$ cat config.mk
export PLATFORM = sky130hd
export DESIGN_NAME = meal_request_sequencer
export DESIGN_NICKNAME = d
export VERILOG_FILES = /design/src/rtl/mess_pkg.sv /design/src/rtl/debounce_filter.sv /design/src/rtl/meal_request_sequencer.sv
export SDC_FILE = /design/constraint.sdc
export NUM_CORES = 1
export LEC_CHECK = 0
export CAP_MARGIN = 0
export CORE_ASPECT_RATIO = 1.1
export CORE_MARGIN = 4
export CORE_UTILIZATION = 30
export DETAILED_ROUTE_END_ITERATION = 10
export MAX_ROUTING_LAYER = met4
export PLACE_DENSITY = 0.45
export SLEW_MARGIN = 20
export SYNTH_ARGS = -nofsm -noshare
export SYNTH_HDL_FRONTEND = slang
export SYNTH_HIERARCHICAL = 1
export SYNTH_SLANG_ARGS = --single-unit
$ cat constraint.sdc
create_clock -name clk -period 2.9 [get_ports clk]
set_clock_uncertainty 0.15 [all_clocks]
set_input_delay 0.435 -clock clk [delete_from_list [all_inputs] [get_ports clk]]
set_output_delay 0.435 -clock clk [all_outputs]
set_load 0.005 [all_outputs]
$ cat src/rtl/mess_pkg.sv
// Shared definitions for the mess credit system: credit FSM state codes,
// action codes, request record layout and counter helpers.
package mess_pkg;

   localparam int CNT_W = 8;

   // Only the credit FSM states this front-end reacts to are named here.
   localparam logic [2:0] ST_IDLE   = 3'd0;
   localparam logic [2:0] ST_UPDATE = 3'd4;

   typedef enum logic [1:0] {
      ACT_MEAL  = 2'd0,
      ACT_SNACK = 2'd1,
      ACT_TOPUP = 2'd2,
      ACT_QUERY = 2'd3
   } action_e;

   typedef struct packed {
      logic    user;
      action_e action;
   } req_t;

   typedef enum logic [1:0] {
      D_IDLE,
      D_ISSUE,
      D_WAIT_START,
      D_WAIT_DONE
   } disp_state_e;

   function automatic logic [CNT_W-1:0] sat_inc(input logic [CNT_W-1:0] v);
      return (v == {CNT_W{1'b1}}) ? v : v + 1'b1;
   endfunction

endpackage

$ cat src/rtl/debounce_filter.sv
// Two-flop synchronizer plus stability counter; level_o follows the button only
// after DEBOUNCE_CYCLES identical samples. armed_o rises once a settled release is seen.
module debounce_filter #(
   parameter int DEBOUNCE_CYCLES = 16
) (
   input  logic clk,
   input  logic rst_n,
   input  logic btn_async_i,
   output logic level_o,
   output logic armed_o
);

   localparam int CW = (DEBOUNCE_CYCLES > 1) ? $clog2(DEBOUNCE_CYCLES) : 1;

   logic          sync1_q, sync2_q;
   logic          level_q, level_d;
   logic          armed_q, armed_d;
   logic [CW-1:0] cnt_q, cnt_d;

   // Synchronizer resets high so a button held through reset cannot arm the edge detector.
   always_ff @(posedge clk or negedge rst_n) begin
      if (!rst_n) begin
         sync1_q <= 1'b1;
         sync2_q <= 1'b1;
      end else begin
         sync1_q <= btn_async_i;
         sync2_q <= sync1_q;
      end
   end

   always_comb begin
      cnt_d   = cnt_q;
      level_d = level_q;
      armed_d = armed_q | (~level_q & ~sync2_q);
      if (sync2_q == level_q) begin
         cnt_d = '0;
      end else if (cnt_q == CW'(DEBOUNCE_CYCLES - 1)) begin
         level_d = sync2_q;
         cnt_d   = '0;
      end else begin
         cnt_d = cnt_q + 1'b1;
      end
   end

   always_ff @(posedge clk or negedge rst_n) begin
      if (!rst_n) begin
         level_q <= 1'b0;
         armed_q <= 1'b0;
         cnt_q   <= '0;
      end else begin
         level_q <= level_d;
         armed_q <= armed_d;
         cnt_q   <= cnt_d;
      end
   end

   assign level_o = level_q;
   assign armed_o = armed_q;

endmodule

$ cat src/rtl/meal_request_sequencer.sv
// Debounced meal button -> request FIFO -> one-at-a-time dispatch to the credit FSM.
// Requests wait in the FIFO while the FSM is busy; presses arriving when it is full are dropped.
module meal_request_sequencer
   import mess_pkg::*;
#(
   parameter int DEBOUNCE_CYCLES = 16,
   parameter int DEPTH           = 4,
   parameter int ACK_TIMEOUT     = 32
) (
   input  logic                     clk,
   input  logic                     rst_n,
   input  logic                     meal_btn,
   input  logic                     user_sw,
   input  logic [1:0]               action_sw,
   input  logic [2:0]               fsm_state,
   input  logic                     credit_ok,
   output logic                     meal_request,
   output logic                     user_select,
   output logic [1:0]               action_type,
   output logic [$clog2(DEPTH):0]   queue_count,
   output logic                     overflow,
   output logic                     timeout,
   output logic [CNT_W-1:0]         served_count,
   output logic [CNT_W-1:0]         reject_count
);

   localparam int PW = $clog2(DEPTH);
   localparam int QW = PW + 1;
   localparam int TW = (ACK_TIMEOUT > 1) ? $clog2(ACK_TIMEOUT) : 1;

   logic btn_level, btn_armed, level_prev_q;
   logic push, pop, do_push, full, empty;
   req_t push_req;

   debounce_filter #(.DEBOUNCE_CYCLES(DEBOUNCE_CYCLES)) u_debounce (
      .clk         (clk),
      .rst_n       (rst_n),
      .btn_async_i (meal_btn),
      .level_o     (btn_level),
      .armed_o     (btn_armed)
   );

   assign push     = btn_level & ~level_prev_q & btn_armed;
   assign push_req = '{user: user_sw, action: action_e'(action_sw)};

   req_t          mem_q [DEPTH];
   logic [PW-1:0] wr_ptr_q, rd_ptr_q;
   logic [QW-1:0] count_q, count_d;
   logic          overflow_q;

   assign full    = (count_q == QW'(DEPTH));
   assign empty   = (count_q == '0);
   // A full FIFO still accepts a push when the head leaves in the same cycle.
   assign do_push = push & (~full | pop);
   assign count_d = count_q + QW'(do_push) - QW'(pop);

   always_ff @(posedge clk) begin
      if (do_push) mem_q[wr_ptr_q] <= push_req;
   end

   always_ff @(posedge clk or negedge rst_n) begin
      if (!rst_n) begin
         level_prev_q <= 1'b0;
         wr_ptr_q     <= '0;
         rd_ptr_q     <= '0;
         count_q      <= '0;
         overflow_q   <= 1'b0;
      end else begin
         level_prev_q <= btn_level;
         if (do_push) wr_ptr_q <= wr_ptr_q + 1'b1;
         if (pop)     rd_ptr_q <= rd_ptr_q + 1'b1;
         count_q      <= count_d;
         overflow_q   <= push & full & ~pop;
      end
   end

   disp_state_e      state_q, state_d;
   logic [TW-1:0]    tmr_q, tmr_d;
   req_t             cur_q, cur_d;
   logic             counted_q, counted_d;
   logic             timeout_q, timeout_d;
   logic [CNT_W-1:0] served_q, served_d, reject_q, reject_d;

   always_comb begin
      state_d   = state_q;
      tmr_d     = tmr_q;
      cur_d     = cur_q;
      counted_d = counted_q;
      timeout_d = 1'b0;
      served_d  = served_q;
      reject_d  = reject_q;
      pop       = 1'b0;
      case (state_q)
         D_IDLE: begin
            if (!empty && fsm_state == ST_IDLE) begin
               pop     = 1'b1;
               cur_d   = mem_q[rd_ptr_q];
               state_d = D_ISSUE;
            end
         end
         D_ISSUE: begin
            tmr_d     = '0;
            counted_d = 1'b0;
            state_d   = D_WAIT_START;
         end
         D_WAIT_START: begin
            if (fsm_state != ST_IDLE) begin
               state_d = D_WAIT_DONE;
            end else if (tmr_q == TW'(ACK_TIMEOUT - 1)) begin
               timeout_d = 1'b1;
               state_d   = D_IDLE;
            end else begin
               tmr_d = tmr_q + 1'b1;
            end
         end
         D_WAIT_DONE: begin
            // Only the first UPDATE cycle of a transaction is tallied.
            if (fsm_state == ST_UPDATE && !counted_q) begin
               counted_d = 1'b1;
               if (credit_ok) served_d = sat_inc(served_q);
               else           reject_d = sat_inc(reject_q);
            end
            if (fsm_state == ST_IDLE) state_d = D_IDLE;
         end
         default: state_d = D_IDLE;
      endcase
   end

   always_ff @(posedge clk or negedge rst_n) begin
      if (!rst_n) begin
         state_q   <= D_IDLE;
         tmr_q     <= '0;
         cur_q     <= '0;
         counted_q <= 1'b0;
         timeout_q <= 1'b0;
         served_q  <= '0;
         reject_q  <= '0;
      end else begin
         state_q   <= state_d;
         tmr_q     <= tmr_d;
         cur_q     <= cur_d;
         counted_q <= counted_d;
         timeout_q <= timeout_d;
         served_q  <= served_d;
         reject_q  <= reject_d;
      end
   end

   assign meal_request = (state_q == D_ISSUE);
   assign user_select  = cur_q.user;
   assign action_type  = cur_q.action;
   assign queue_count  = count_q;
   assign overflow     = overflow_q;
   assign timeout      = timeout_q;
   assign served_count = served_q;
   assign reject_count = reject_q;

endmodule

==> results.json <==
{
  "htree_levels": 3,
  "grt_usage_pct": 10.9,
  "r2r_setup_slack_ns": 0.51,
  "ys_seq_area_share_pct": 54.5,
  "clock-sinks": 57,
  "place_congestion": 0.761,
  "drv_cap": 0,
  "synth_nets": 253,
  "syn_inst": 225,
  "regArea_sq_um": 1490,
  "ios": 35,
  "setup-violations-final": 0,
  "drive_above_1_share_pct": 14.6,
  "dpl_cell_area_sq_um": 3260,
  "crit_path_end_kind": "register",
  "vdd_drop_max_v": 0.000270,
  "drt-total-wl_mm": 5.09,
  "clkLatencyLatePin_ns": 0.33,
  "nets": 304,
  "root_buffer": "clkbuf_8",
  "worstMarginPinSlew_ns": 0.581,
  "cts_tree": "done",
  "cp.arrival_ns": 2.54,
  "ys_warn_count": 6,
  "antenna_cells": 0,
  "fin_crit_sh_pct": 85.1,
  "cts_buffers": 9,
  "vias_per_cell": 4.58,
  "grt_pass1_vias": 1864,
  "clkPwrFrac_pct": 28.7,
  "p_seq_share_pct": 45.0,
  "ant_nets": 0,
  "vias": 1808,
  "final_util_pct": 38.8,
  "synthesis.area_sq_um": 2730,
  "drt_iter0_drc": 113,
  "rows": 36,
  "crit_type": "primary input to register",
  "power.total_mw": 2.39,
  "first_pass_iters": 4,
  "cts_hold_buf": 0,
  "power.share.switching_pct": 30.0,
  "synth_top_area_cell": "dfrtp_1",
  "start_kind": "primary input",
  "p_int_mw": 1.68,
  "place.port_buffers": 34,
  "cp_slowest_cell": "clkdlybuf4s50_1",
  "clkTransAtPathRegs_ns": 0.06,
  "initial_core_util_pct": 30.8,
  "slowest_delay_ns": 0.43,
  "slew_viol_final": 0,
  "worstPathRequired_ns": 2.97,
  "antenna_found_initial": 0,
  "die_h_microns": 108,
  "final_common_cell": "dfrtp_1",
  "crit_chain": "clkdlybuf4s50_1, nor3_1, buf_4, nand2_1, a31oi_4, inv_1, ha_1, inv_1, ha_1, fa_1, xnor2_1",
  "hold_violations": 0,
  "avgRoutedWirePerCell_microns": 12.9,
  "clock_path_buffers": 2,
  "coreArea_sq_um": 8870,
  "post_cts_resize_count": 0,
  "die_width_microns": 99.0,
  "hold_path_class": "primary input to asynchronous set/reset pin",
  "critPathMaxFanout": 3,
  "p_switching_mw": 0.718,
  "synth-seq-cells": 57,
  "dieArea_sq_um": 10700,
  "synth_top_area_share_pct": 39.4,
  "min_period_ns": 2.47,
  "final_cell_mix": "dfrtp_1, clkdlybuf4s50_1, nand2_1, ha_1, inv_1",
  "status": "complete, no violations",
  "combinationalPowerShare_pct": 26.2,
  "multi_input_area_sq_um": 1180,
  "post_cts_buffers": 0,
  "slew_headroom_pct": 61.2,
  "fin_area_sq_um": 3440,
  "synthDistinctLibCells": 41,
  "dp_hpwl_mm": 3.66,
  "holdWs_ns": 0.0343,
  "drc": 0,
  "overflow": 0,
  "fmax_ghz": 0.405,
  "fillers": 842,
  "grt_max_degree": 46,
  "syn_avg_cell_area_sq_um": 12.1,
  "yosys-top-cells-area": "dfrtp_1, edfxtp_1, ha_1",
  "rsz0062_at_grt": "no",
  "p_leak_nw": 1.50,
  "syn_to_final_growth_pct": 25.9,
  "fin_tns_setup_ns": 0,
  "p_per_area_nw_per_um2": 696,
  "grt_pass1_wl_mm": 8.83
}
kinds of logic (layout without fill, tap and decap cells):
group | Yosys count | after routing | share of synthesized area (%)
AOI/OAI and AO/OA | 30 | 30 | 7.56
xor gates and xnor gates | 10 | 10 | 3.21
adders and majority gates | 18 | 18 | 8.52
buffers and inverters | 17 | 73 | 2.34
DFF | 57 | 57 | 54.5
muxes | 17 | 17 | 8.06
and+or+nand+nor | 76 | 76 | 15.8
Yosys cell counts:
library cell and n:
nor3_1 4, xnor2_1 6, and3_1 11, a21oi_1 13, mux2_2 10, a31oi_1 4
nand4_1 3, a31oi_4 1, nor3b_4 1, nand2b_1 2, and2_1 7, a41oi_1 1
dfstp_2 2, nor2b_1 3, inv_1 15, and4bb_4 1, o2bb2ai_1 3, a22o_1 1
o21a_1 1, nor2_1 8, ha_1 17, dfrtp_1 43, edfxtp_1 12, nand3_1 7
and4_1 3, xor2_1 4, or2_2 1, nor4_1 1, or4_2 1, mux2i_1 4
mux4_2 3, fa_1 1, nand2_1 20, a311oi_1 2, or3_4 1, nor3b_1 1
o21ai_0 2, o311ai_0 1, a21o_1 1, nand3b_1 1, clkbuf_1 2
area by class of cell:
type | instances | share of cell area (%)
clock buffer | 11 | 3.82
clock inverter | 5 | 1.35
inverter | 15 | 1.64
multi-input combinational | 151 | 34.3
sequential | 57 | 43.3
tap | 114 | 4.15
timing repair buffer | 42 | 11.5
metal layers:
layer | part of all wire, % | GRT usage [%] | vias to the layer above
met1 | 48 | 13.2 | 862
met5 | 0 | - | -
met4 | 1.7 | 4.68 | 0
met3 | 3.7 | 3.87 | 8
met2 | 46 | 16.5 | 27
li1 | - | - | 911
power groups by stage:
stage | clock (mW) | sequential (mW) | combinational (mW)
after floorplan | 0 | 1.05 | 0.384
after global placement | 0 | 1.10 | 0.633
after detailed placement | 0 | 1.10 | 0.634
after CTS | 0.719 | 1.08 | 0.637
after global routing | 0.762 | 1.10 | 0.709
final | 0.688 | 1.08 | 0.629
final timing paths:
check                                             startpoint  cells past startpoint                      endpoint
worst max-delay path                            fsm_state[1]                     11      queue_count[2]$_DFF_PN0_
worst min-delay path                                   rst_n                      2   reject_count[4]$_DFFE_PN0P_
worst max register to register        state_q[1]$_DFFE_PN0P_                     10      queue_count[2]$_DFF_PN0_
worst min register to register  u_debounce/sync1_q$_DFF_PN1_                      0  u_debounce/sync2_q$_DFF_PN1_
max in group asynchronous                              rst_n                      2          tmr_q[0]$_DFFE_PN0P_
min in group clk                u_debounce/sync1_q$_DFF_PN1_                      0  u_debounce/sync2_q$_DFF_PN1_
per-stage QoR:
step	setup slack, ns	cells
after floorplan	0.489	225
after global placement	0.114	379
after detailed placement	0.0789	379
after CTS	0.430	395
after global routing	0.311	395
final	0.432	395
state kept, by name, summed over array words and instances, names as in the netlist:
signal              flops
mem_q                  12
reject_count            8
served_count            8
tmr_q                   5
u_debounce/cnt_q        4
queue_count             3
action_type             2
rd_ptr_q                2
state_q                 2
wr_ptr_q                2
counted_q               1
level_prev_q            1
overflow                1
timeout                 1
u_debounce/armed_o      1
u_debounce/level_o      1
u_debounce/sync1_q      1
u_debounce/sync2_q      1
user_select             1
worst max-delay path, delay by kind of cell:
family	cells	cell delay, ns
and+or+nand+nor	2	0.27
buffers and inverters	4	0.68
xor gates and xnor gates	1	0.14
adders and majority gates	3	0.84
AOI/OAI and AO/OA	1	0.19
Power figures use the tool's default switching activity.
